File: config.mk
export PLATFORM = sky130hd
export DESIGN_NAME = sreg_xfer_ctrl_flat
export DESIGN_NICKNAME = d
export VERILOG_FILES = /design/src/rtl/sreg_pkg.sv /design/src/rtl/sreg_xfer_ctrl_if.sv /design/src/rtl/sreg_clk_div.sv /design/src/rtl/sreg_xfer_ctrl.sv /design/src/flat_wrapper.sv
export SDC_FILE = /design/constraint.sdc
export NUM_CORES = 1
export LEC_CHECK = 0
export BUFFER_PORTS_ARGS = -buffer_cell sky130_fd_sc_hd__buf_2
export CAP_MARGIN = 15
export CORE_UTILIZATION = 30
export DETAILED_ROUTE_END_ITERATION = 12
export PLACE_DENSITY = 0.54
export SLEW_MARGIN = 15
export SYNTH_ARGS = -nofsm -noshare
export SYNTH_HDL_FRONTEND = slang
export SYNTH_SLANG_ARGS = --single-unit
File: constraint.sdc
create_clock -name clk -period 4.4 [get_ports clk]
set_input_delay 0.66 -clock clk [delete_from_list [all_inputs] [get_ports clk]]
set_output_delay 0.66 -clock clk [all_outputs]
set_load 0.02 [all_outputs]
File: src/rtl/sreg_pkg.sv
// Shared types for the serial shift-register controller: opcodes, FSM states
// and the opcode decoder used at the command handshake.
package sreg_pkg;

    typedef enum logic [2:0] {
        CLEAR       = 3'd0,
        WRITE       = 3'd1,
        READ        = 3'd2,
        WRITE_READ  = 3'd3,
        LATCH       = 3'd4,
        WRITE_LATCH = 3'd5
    } sreg_cmd_t;

    typedef enum logic [2:0] {
        IDLE,
        SETUP,
        SCLK_LO,
        SCLK_HI,
        HOLD,
        CFG,
        RESP
    } sreg_state_t;

    typedef struct packed {
        logic is_write;   // shift data_in (otherwise zeros)
        logic is_read;    // capture readback lanes
        logic do_latch;   // pulse write_cfg
        logic legal;      // opcode is defined
    } sreg_dec_t;

    // Opcodes 6 and 7 fall through to an all-zero decode (illegal).
    function automatic sreg_dec_t sreg_decode(input sreg_cmd_t op);
        sreg_dec_t d;
        d = '0;
        case (op)
            CLEAR:       d.legal = 1'b1;
            WRITE:       begin d.legal = 1'b1; d.is_write = 1'b1; end
            READ:        begin d.legal = 1'b1; d.is_read  = 1'b1; end
            WRITE_READ:  begin d.legal = 1'b1; d.is_write = 1'b1; d.is_read = 1'b1; end
            LATCH:       begin d.legal = 1'b1; d.do_latch = 1'b1; end
            WRITE_LATCH: begin d.legal = 1'b1; d.is_write = 1'b1; d.do_latch = 1'b1; end
            default:     d = '0;
        endcase
        return d;
    endfunction

endpackage

File: src/rtl/sreg_xfer_ctrl_if.sv
// Command/response channel between the command FSM (master) and the
// shift-register controller (slave).
interface sreg_xfer_ctrl_if
    import sreg_pkg::*;
#(
    parameter int SREG_W = 42
) ();
    logic              cmd_valid;
    logic              cmd_ready;
    sreg_cmd_t         cmd;
    logic [SREG_W-1:0] data_in;
    logic              abort;
    logic              rsp_valid;
    logic              rsp_ready;
    logic              rsp_err;
    logic [SREG_W-1:0] data_out;

    modport master (
        output cmd_valid, cmd, data_in, abort, rsp_ready,
        input  cmd_ready, rsp_valid, rsp_err, data_out
    );

    modport slave (
        input  cmd_valid, cmd, data_in, abort, rsp_ready,
        output cmd_ready, rsp_valid, rsp_err, data_out
    );
endinterface

File: src/rtl/sreg_clk_div.sv
// Phase timer for sclk: phase_end strobes on the last clk of every
// CLK_DIV-long sclk half-period while enabled.
module sreg_clk_div #(
    parameter int CLK_DIV = 2
) (
    input  logic clk,
    input  logic rst,
    input  logic en,
    input  logic clear,
    output logic phase_end
);
    localparam int CW = (CLK_DIV > 1) ? $clog2(CLK_DIV) : 1;
    localparam logic [CW-1:0] LAST = CW'(CLK_DIV - 1);

    logic [CW-1:0] cnt_q;

    assign phase_end = en && !clear && (cnt_q == LAST);

    // Count clks within the current phase; restart on clear, idle or phase end.
    always_ff @(posedge clk or posedge rst) begin
        // NOTE: sequential state uses <= so every flop samples pre-edge values.
        if (rst) begin
            cnt_q <= '0;
        end else if (clear || !en || cnt_q == LAST) begin
            cnt_q <= '0;
        end else begin
            cnt_q <= cnt_q + 1'b1;
        end
    end
endmodule

File: src/rtl/sreg_xfer_ctrl.sv
// Serial shift-register controller for one IC configuration chain: shifts
// write data MSB first, captures N_RD_LANES readback taps, pulses the
// config latch and reports completion over a valid/ready response.
module sreg_xfer_ctrl
    import sreg_pkg::*;
#(
    parameter int SREG_W     = 42,
    parameter int N_RD_LANES = 2,
    parameter int CLK_DIV    = 2,
    parameter int CFG_PULSE  = 4
) (
    input  logic                  clk,
    input  logic                  rst,
    sreg_xfer_ctrl_if.slave       bus,
    input  logic [N_RD_LANES-1:0] sreg_in,
    output logic                  shift,
    output logic                  sclk,
    output logic                  serial_out,
    output logic                  write_cfg
);
    localparam int L     = SREG_W / N_RD_LANES;
    localparam int CNT_W = $clog2(SREG_W + 1);
    localparam int CFG_W = (CFG_PULSE > 1) ? $clog2(CFG_PULSE) : 1;
    localparam logic [CNT_W-1:0] N_FULL   = CNT_W'(SREG_W);
    localparam logic [CNT_W-1:0] N_LANE   = CNT_W'(L);
    localparam logic [CFG_W-1:0] CFG_LAST = CFG_W'(CFG_PULSE - 1);

    sreg_state_t       state_q, state_d;
    sreg_dec_t         dec_in;
    logic              wr_q, rd_q, latch_q, err_q, err_d;
    logic [CNT_W-1:0]  bit_cnt_q, n_bits;
    logic [CFG_W-1:0]  cfg_cnt_q;
    logic [SREG_W-1:0] tx_q, rx_q, rx_shifted;
    logic [L-1:0]      lane;
    logic              accept, abort_hit, phase_end, bit_step, last_bit, capture;
    logic              div_en, div_clear, shifting_d;
    logic              cmd_ready_q, rsp_valid_q, shift_q, sclk_q, serial_q, wcfg_q;

    assign dec_in     = sreg_decode(bus.cmd);
    assign accept     = (state_q == IDLE) && cmd_ready_q && bus.cmd_valid;
    assign abort_hit  = bus.abort && (state_q inside {SETUP, SCLK_LO, SCLK_HI, CFG});
    // READ only walks one lane length; everything else walks the full chain.
    assign n_bits     = (rd_q && !wr_q) ? N_LANE : N_FULL;
    assign last_bit   = (bit_cnt_q == n_bits - 1'b1);
    assign bit_step   = (state_q == SCLK_HI) && phase_end && !abort_hit;
    assign capture    = (state_q == SCLK_LO) && phase_end && !abort_hit && rd_q
                        && (bit_cnt_q < N_LANE);
    assign div_en     = (state_q inside {SCLK_LO, SCLK_HI});
    assign div_clear  = (state_q == SETUP) || abort_hit;
    assign shifting_d = (state_d inside {SETUP, SCLK_LO, SCLK_HI});

    sreg_clk_div #(.CLK_DIV(CLK_DIV)) u_clk_div (
        .clk       (clk),
        .rst       (rst),
        .en        (div_en),
        .clear     (div_clear),
        .phase_end (phase_end)
    );

    // Next-state logic; abort overrides any phase end in the same cycle.
    always_comb begin
        // NOTE: defaults first so no path leaves a signal unassigned (no latch).
        state_d = state_q;
        err_d   = 1'b0;
        case (state_q)
            IDLE: begin
                if (accept) begin
                    if (!dec_in.legal) begin
                        state_d = RESP;
                        err_d   = 1'b1;
                    end else if (dec_in.do_latch && !dec_in.is_write) begin
                        state_d = CFG;
                    end else begin
                        state_d = SETUP;
                    end
                end
            end
            SETUP:   state_d = SCLK_LO;
            SCLK_LO: if (phase_end) state_d = SCLK_HI;
            SCLK_HI: if (phase_end) state_d = last_bit ? HOLD : SCLK_LO;
            HOLD:    state_d = latch_q ? CFG : RESP;
            CFG:     if (cfg_cnt_q == CFG_LAST) state_d = RESP;
            RESP:    if (bus.rsp_ready) state_d = IDLE;
            default: state_d = IDLE;
        endcase
        if (abort_hit) begin
            state_d = RESP;
            err_d   = 1'b1;
        end
    end

    // Next readback value: each lane shifts left and takes its tap in the LSB.
    always_comb begin
        rx_shifted = rx_q;
        lane       = '0;
        for (int k = 0; k < N_RD_LANES; k++) begin
            lane                 = rx_q[k*L +: L];
            lane                 = lane << 1;
            lane[0]              = sreg_in[k];
            rx_shifted[k*L +: L] = lane;
        end
    end

    // State register, counters and pin/handshake outputs registered from state_d.
    always_ff @(posedge clk or posedge rst) begin
        if (rst) begin
            state_q     <= IDLE;
            wr_q        <= 1'b0;
            rd_q        <= 1'b0;
            latch_q     <= 1'b0;
            err_q       <= 1'b0;
            bit_cnt_q   <= '0;
            cfg_cnt_q   <= '0;
            cmd_ready_q <= 1'b0;
            rsp_valid_q <= 1'b0;
            shift_q     <= 1'b0;
            sclk_q      <= 1'b0;
            wcfg_q      <= 1'b0;
        end else begin
            state_q     <= state_d;
            cmd_ready_q <= (state_d == IDLE);
            rsp_valid_q <= (state_d == RESP);
            shift_q     <= shifting_d;
            sclk_q      <= (state_d == SCLK_HI);
            wcfg_q      <= (state_d == CFG);
            if (accept) begin
                wr_q    <= dec_in.is_write;
                rd_q    <= dec_in.is_read;
                latch_q <= dec_in.do_latch;
            end
            if (state_d == RESP && state_q != RESP) err_q <= err_d;
            if (accept)        bit_cnt_q <= '0;
            else if (bit_step) bit_cnt_q <= bit_cnt_q + 1'b1;
            cfg_cnt_q <= (state_q == CFG) ? cfg_cnt_q + 1'b1 : '0;
        end
    end

    // Transmit/receive shift registers and the serial data pin.
    always_ff @(posedge clk or posedge rst) begin
        if (rst) begin
            tx_q     <= '0;
            rx_q     <= '0;
            serial_q <= 1'b0;
        end else begin
            // tx_q holds the bits still to be sent after the one on serial_out.
            if (accept)        tx_q <= dec_in.is_write ? (bus.data_in << 1) : '0;
            else if (bit_step) tx_q <= tx_q << 1;

            if (!shifting_d)   serial_q <= 1'b0;
            else if (accept)   serial_q <= dec_in.is_write && bus.data_in[SREG_W-1];
            else if (bit_step) serial_q <= tx_q[SREG_W-1];

            if (state_q == SETUP && rd_q) rx_q <= '0;
            else if (capture)             rx_q <= rx_shifted;
        end
    end

    assign bus.cmd_ready = cmd_ready_q;
    assign bus.rsp_valid = rsp_valid_q;
    assign bus.rsp_err   = err_q;
    assign bus.data_out  = rx_q;
    assign shift         = shift_q;
    assign sclk          = sclk_q;
    assign serial_out    = serial_q;
    assign write_cfg     = wcfg_q;
endmodule

File: src/flat_wrapper.sv
// flat-port wrapper written by rule: the top's interface ports become plain ports
module sreg_xfer_ctrl_flat import sreg_pkg::*;
#(
    parameter int SREG_W     = 42,
    parameter int N_RD_LANES = 2,
    parameter int CLK_DIV    = 2,
    parameter int CFG_PULSE  = 4
)
  (clk, rst, sreg_in, shift, sclk, serial_out, write_cfg, bus_cmd_valid, bus_cmd, bus_data_in, bus_abort, bus_rsp_ready, bus_cmd_ready, bus_rsp_valid, bus_rsp_err, bus_data_out);
  sreg_xfer_ctrl_if #(.SREG_W(SREG_W)) bus_i ();
  input  logic clk;
  input  logic rst;
  input  logic [N_RD_LANES-1:0] sreg_in;
  output logic shift;
  output logic sclk;
  output logic serial_out;
  output logic write_cfg;
  input wire logic [$bits(bus_i.cmd_valid)-1:0] bus_cmd_valid;
  input wire logic [$bits(bus_i.cmd)-1:0] bus_cmd;
  input wire logic [$bits(bus_i.data_in)-1:0] bus_data_in;
  input wire logic [$bits(bus_i.abort)-1:0] bus_abort;
  input wire logic [$bits(bus_i.rsp_ready)-1:0] bus_rsp_ready;
  output wire logic [$bits(bus_i.cmd_ready)-1:0] bus_cmd_ready;
  output wire logic [$bits(bus_i.rsp_valid)-1:0] bus_rsp_valid;
  output wire logic [$bits(bus_i.rsp_err)-1:0] bus_rsp_err;
  output wire logic [$bits(bus_i.data_out)-1:0] bus_data_out;
  assign bus_i.cmd_valid = bus_cmd_valid;
  assign bus_i.cmd = bus_cmd;
  assign bus_i.data_in = bus_data_in;
  assign bus_i.abort = bus_abort;
  assign bus_i.rsp_ready = bus_rsp_ready;
  assign bus_cmd_ready = bus_i.cmd_ready;
  assign bus_rsp_valid = bus_i.rsp_valid;
  assign bus_rsp_err = bus_i.rsp_err;
  assign bus_data_out = bus_i.data_out;
  sreg_xfer_ctrl #(.SREG_W(SREG_W), .N_RD_LANES(N_RD_LANES), .CLK_DIV(CLK_DIV), .CFG_PULSE(CFG_PULSE)) u_core (.clk(clk), .rst(rst), .bus(bus_i), .sreg_in(sreg_in), .shift(shift), .sclk(sclk), .serial_out(serial_out), .write_cfg(write_cfg));
endmodule
After elaboration in Yosys (flattened, before gate mapping) --
Index checks and enable logic that the tools add are counted.
Cells by class: $add $sub $neg 4, order comparisons 1, eq/ne operators 20, multiplexer cells 32, reduce and logical (&&, ||, !) cells 36
Operators with widths (number):
- $mux 42 | 5
- $mux 3 | 9
- $eq 3x3->1 const B | 7
- $pmux 3 s7 | 1
- $eq 3x2->1 const B | 6
- $mux 6 | 3
- $logic_and 1x1->1 | 16
- $mux 1 | 12
- $eq 3x1->1 const B | 3
- $logic_not 3->1 | 3
- $add 6x1->6 const B | 1
- $eq 6x6->1 | 1
- $lt 6x5->1 const B | 1
- $reduce_bool 2->1 | 3
- $reduce_or 6->1 | 1
- $sub 6x1->6 const B | 1
- $logic_not 1->1 | 5
- $mux 2 | 2
- $reduce_bool 4->1 | 1
- $reduce_or 2->1 | 2
- $logic_or 1x1->1 | 3
- $ne 3x1->1 const B | 1
- $ne 3x3->1 const B | 1
- $reduce_bool 3->1 | 1
- other kinds (4) | 4
Storage, ports and cells: flip-flop bits (word level) 106, input port bits 52, output and inout bits 49, logic and storage cells 109

Depth between registers and ports, before layout --
depth in word-level cells 13, depth in mapped cells 9

By module --
From an unflattened synthesis, not the netlist that was laid out.
Second synthesis, totals: cell total of the unflattened synthesis 540, area, all modules 4949.7 um2
By module, submodules not included:
- sreg_xfer_ctrl | instances 1, cells an instance 536, area each 4899.7 um2, sequential area each 2602.5 um2
- sreg_clk_div | instances 1, cells an instance 4, area each 50.0 um2, sequential area each 25.0 um2

Worst setup path before layout --
OpenSTA, ideal clock, no wires.
kind input port to flip-flop, from input port bus_abort, to register u_core.err_q, in the netlist u_core.bus.rsp_err, data arrival time 1.686 ns, setup slack 2.564 ns, stages 6, buffers on the path 1, cell sequence and2b_1 -> nand2_1 -> buf_6 -> o221a_2 -> o41ai_2 -> o211ai_1
Between the ends: cells in the longest elaborated chain, start to end 10, elaborated cells between the ends (all ways) 12
Ends and longest elaborated chain:
- from (decl) | line flat_wrapper.sv:21 | input wire logic [$bits(bus_i.abort)-1:0] bus_abort;
- $logic_and 1x1->1 (*) | line sreg_xfer_ctrl.sv:41 | assign abort_hit = bus.abort && (state_q inside {SETUP, SCLK_LO, SCLK_HI, CFG});
- $logic_or 1x1->1 | line sreg_xfer_ctrl.sv:49 | assign div_clear = (state_q == SETUP) || abort_hit;
- $logic_not 1->1 | line sreg_clk_div.sv:17 | assign phase_end = en && !clear && (cnt_q == LAST);
- $logic_and 1x1->1 (2 in series) | line sreg_clk_div.sv:17
- $mux 3, on equally long branches | line sreg_xfer_ctrl.sv:80, sreg_xfer_ctrl.sv:79
- $pmux 3 s7 | line sreg_xfer_ctrl.sv:65 | case (state_q)
- $mux 3 | line sreg_xfer_ctrl.sv:86 | if (abort_hit) begin
- $eq 3x3->1 | line sreg_xfer_ctrl.sv:131 | if (state_d == RESP && state_q != RESP) err_q <= err_d;
- $logic_and 1x1->1 | line sreg_xfer_ctrl.sv:131
- to (signal assigned) | line sreg_xfer_ctrl.sv:131
- to (decl) | line sreg_xfer_ctrl.sv:30 | logic wr_q, rd_q, latch_q, err_q, err_d;
Mark *: on every way between the ends. The rest lies on a longest branch, timed or not. A chain may end at the register's enable or synchronous reset.

Final worst setup path --
from register u_core.state_q[2], to register u_core.serial_q, in the netlist u_core.serial_out
Between the ends: cells in the longest elaborated chain, start to end 13, elaborated cells between the ends (all ways) 33
Ends and longest elaborated chain:
- from (decl) | line sreg_xfer_ctrl.sv:28 | sreg_state_t state_q, state_d;
- from (signal assigned) | line sreg_xfer_ctrl.sv:120 | state_q <= state_d;
- $eq 3x1->1 (tied with other cells) | line sreg_xfer_ctrl.sv:41, sreg_xfer_ctrl.sv:49, sreg_xfer_ctrl.sv:65
- $reduce_bool 4->1 | line sreg_xfer_ctrl.sv:41
- $logic_and 1x1->1 | line sreg_xfer_ctrl.sv:41
- $logic_or 1x1->1 | line sreg_xfer_ctrl.sv:49
- $logic_not 1->1 | line sreg_clk_div.sv:17
- $logic_and 1x1->1 (2 in series) | line sreg_clk_div.sv:17
- $mux 3, on equally long branches | line sreg_xfer_ctrl.sv:80, sreg_xfer_ctrl.sv:79
- $pmux 3 s7 | line sreg_xfer_ctrl.sv:65
- $mux 3 | line sreg_xfer_ctrl.sv:86
- $eq 3x1->1 / $eq 3x2->1 (equally long branches) | line sreg_xfer_ctrl.sv:50 | assign shifting_d = (state_d inside {SETUP, SCLK_LO, SCLK_HI});
- $reduce_bool 3->1 | line sreg_xfer_ctrl.sv:50
- $ne 3x1->1 (no source line) / $mux 1 (equally long branches)
- to (signal assigned) | line sreg_xfer_ctrl.sv:150 | else if (accept) serial_q <= dec_in.is_write && bus.data_in[SREG_W-1];
- to (signal assigned) | line sreg_xfer_ctrl.sv:151 | else if (bit_step) serial_q <= tx_q[SREG_W-1];
- to (decl) | line sreg_xfer_ctrl.sv:37 | logic cmd_ready_q, rsp_valid_q, shift_q, sclk_q, serial_q, wcfg_q;
Parallel ways exist; a longest one is shown, timed or not.

==> impl_metrics.env <==
export IMPL_synth_compound_area_frac=0.1253
export IMPL_fin_skew_ns=0.007885
export IMPL_antenna_found_initial=1
export IMPL_min_path_type="flip-flop to flip-flop"
export IMPL_core_area_um2=15370
export IMPL_regArea_um2=2628
export IMPL_hold_viol=0
export IMPL_final_min_clock_period_ns=2.782
export IMPL_die_h_um=128.3
export IMPL_root_buffer="clkbuf_16"
export IMPL_dieArea_um2=16460
export IMPL_drive_gt1_frac=0.2386
export IMPL_port_buffers=100
export IMPL_irDropWorstVdd_uv=243.5
export IMPL_gp_congestion=0.7558
export IMPL_cp_depth=7
export IMPL_hold_depth=1
export IMPL_p_leak_nw=3.104
export IMPL_area_growth_pct=19.22
export IMPL_cts_hold_buf=0
export IMPL_synthAdderAreaFrac=0.007845
export IMPL_slowest_stage="nand3_2"
export IMPL_cts_tree="done"
export IMPL_ant_nets=0
export IMPL_fin_crit_sh=0.6324
export IMPL_vias=3665
export IMPL_grt_usage=0.1300
export IMPL_tightest_slew_ns=0.9794
export IMPL_end_kind="flip-flop"
export IMPL_path_buf_inv=1
export IMPL_firstDrtPassIters=4
export IMPL_grt_pass1_wl_um=17130
export IMPL_clk_pin_slew_worst_paths_ns=0.07
export IMPL_critPathTopFamily="simple AND/OR/NAND/NOR gates"
export IMPL_synth_seq_cells=105
export IMPL_cts_buffer_depth=2
export IMPL_vias_per_cell=4.693
export IMPL_drtIter0Drc=146
export IMPL_mostFrequentLayoutCells="dfrtp_1 (105), buf_2 (100), nor2_1 (96)"
export IMPL_antennaDiodeCount=0
export IMPL_clk_latency_ns=0.34
export IMPL_cts_resized=0
export IMPL_fillerInstances=1605
export IMPL_worstPathCellList="nor3_4, nand3_2, nor3_4, buf_4, nand2_1, o2bb2ai_1, a211oi_2"
export IMPL_synth_distinct_cells=47
export IMPL_muxShareOfSynthArea=0.08787
export IMPL_path_class="flip-flop to flip-flop"
export IMPL_routed_wl_um=10150
export IMPL_wire_per_inst_um=12.99
export IMPL_ioPinCount=101
export IMPL_outcome="complete, no violations"
export IMPL_cp_max_fo=50
export IMPL_cts_buffers=9
export IMPL_crit_arrival_ns=3.04
export IMPL_synthesis_area_um2=4785
export IMPL_syn_inst=479
export IMPL_cellPowerDensity_nw_per_um2=478.5
export IMPL_syn_nets=534
export IMPL_synth_top_family_by_area="simple AND/OR/NAND/NOR gates"
export IMPL_yosys_warnings=0
export IMPL_tns_ns=0
export IMPL_relSlewSlack=0.3471
export IMPL_grt_overflow_total=0
export IMPL_die_x_um=128.3
export IMPL_fmax_ghz=0.3594
export IMPL_ys_seq_area_frac=0.5492
export IMPL_final_nets=621
export IMPL_hpwl_um=6738
export IMPL_avgSynthCellArea_um2=9.989
export IMPL_path_common_cell="nor3_4"
export IMPL_initial_core_util=0.3113
export IMPL_drc_errors=0
export IMPL_synthSimpleGateAreaFrac=0.1742
export IMPL_maxCapViolCount=0
export IMPL_clock_sinks=105
export IMPL_finalSetupViolCount=0
export IMPL_rows=45
export IMPL_layout_commonest_cell="dfrtp_1"
export IMPL_required_ns=4.66
export IMPL_grt_pass1_vias=3610
export IMPL_cts_setup_buffers=0
export IMPL_synth_xor_area_frac=0.009153
export IMPL_multi_input_area_um2=1943
export IMPL_final_util=0.3711
export IMPL_start_kind="flip-flop"
export IMPL_grt_start_max_net_pins=79
export IMPL_finalMaxSlewViolations=0
export IMPL_htreeDepth=3
export IMPL_rsz0062_at_grt="no"
export IMPL_rr_worst_depth=7
export IMPL_max_stage_delay_ns=0.70
==> cells in the mapped netlist, drive strengths merged <==
cell | n | area share
and2b | 1 | 0.0016
nor4b | 2 | 0.0063
a211oi | 1 | 0.0026
nand4 | 2 | 0.0026
o21ai | 49 | 0.051
nor4 | 1 | 0.0026
dfrtp | 105 | 0.55
o221ai | 1 | 0.0031
a221oi | 2 | 0.0086
a32o | 1 | 0.0021
xor2 | 2 | 0.0037
nor2b | 2 | 0.0026
clkbuf | 15 | 0.012
or3 | 1 | 0.0013
mux2i | 42 | 0.088
and3 | 3 | 0.0039
o41ai | 1 | 0.0034
o211ai | 1 | 0.0016
and4 | 1 | 0.0018
nand3 | 2 | 0.0031
inv | 8 | 0.0068
ha | 3 | 0.0078
nor3 | 7 | 0.013
nand4bb | 1 | 0.0024
o221a | 1 | 0.0024
buf | 15 | 0.028
and2 | 1 | 0.0013
nand2b | 3 | 0.0055
a21oi | 43 | 0.045
nand3b | 2 | 0.0031
nor2 | 97 | 0.078
o2bb2ai | 1 | 0.0018
a21o | 1 | 0.0016
nand2 | 57 | 0.045
o2111ai | 1 | 0.0018
xnor2 | 3 | 0.0055
==> cell families after synthesis <==
kind of cell | count (synthesis)
simple gates | 183
compound gates | 103
xor+xnor | 5
fa+ha+maj | 3
buf+inv | 38
mux | 42
flops | 105
==> stage by stage <==
| stage | hold WS, ns | total power, mW | instance area (µm²) | setup slack [ns] | instances |
|---|---|---|---|---|---|
| finish | 0.4240 | 2.729 | 5704 | 1.618 | 781 |
| global route | 0.4661 | 2.915 | 5704 | 1.311 | 781 |
| CTS | 0.4316 | 2.778 | 5704 | 1.567 | 781 |
| detailed placement | 0.4232 | 1.968 | 5415 | 1.589 | 766 |
| global placement | 0.4202 | 1.946 | 5415 | 1.659 | 766 |
| floorplan | 0.4064 | 1.819 | 4785 | 0.9795 | 479 |
==> power by group <==
part,leakage [nW],internal [mW],switching (mW)
Sequential,1.39,1.20,0.165
Clock,0.140,0.455,0.333
Combinational,1.58,0.247,0.328
==> layout make-up <==
| class | instances | share of cell area |
|---|---|---|
| clock inverters | 2 | 0.006800 |
| well taps | 211 | 0.04628 |
| inverters | 8 | 0.006142 |
| clock buffers | 13 | 0.04387 |
| multi-input cells | 336 | 0.3406 |
| repair buffers | 106 | 0.09563 |
| flip-flops and latches | 105 | 0.4606 |
==> sequential cells by signal, summed over array words and instances (netlist names) <==
register / flops
u_core.bus.data_out: 42
u_core.tx_q: 41
u_core.bit_cnt_q: 6
u_core.state_q: 3
u_core.cfg_cnt_q: 2
u_core.bus.cmd_ready: 1
u_core.bus.rsp_err: 1
u_core.bus.rsp_valid: 1
u_core.latch_q: 1
u_core.rd_q: 1
u_core.sclk: 1
u_core.serial_out: 1
u_core.shift: 1
u_core.u_clk_div.cnt_q: 1
u_core.wr_q: 1
u_core.write_cfg: 1
==> path summary, 6_finish.rpt <==
path,start,to,slack [ns]
hold reg to reg,u_core.cfg_cnt_q[0]$_DFF_PP0_,u_core.cfg_cnt_q[0]$_DFF_PP0_,0.42
min in group asynchronous,rst,u_core.tx_q[34]$_DFFE_PP0P_,0.53
setup reg to reg,u_core.state_q[2]$_DFF_PP0_,u_core.serial_out$_DFFE_PP0P_,1.62
setup / recovery,u_core.state_q[2]$_DFF_PP0_,u_core.serial_out$_DFFE_PP0P_,1.62
max in group asynchronous,rst,u_core.bus.data_out[24]$_DFFE_PP0P_,2.91
hold / removal,u_core.cfg_cnt_q[0]$_DFF_PP0_,u_core.cfg_cnt_q[0]$_DFF_PP0_,0.42
==> routing by layer <==
layer / share of wire / global-route usage / up-vias / wire (µm)
met5: 0.0013 / 0 / - / 13
met1: 0.48 / 0.1667 / 1759 / 4876
met2: 0.45 / 0.2092 / 97 / 4552
li1: - / - / 1794 / -
met3: 0.056 / 0.03965 / 13 / 565
met4: 0.014 / 0.04083 / 2 / 141
(Power assumes the default switching activity.)
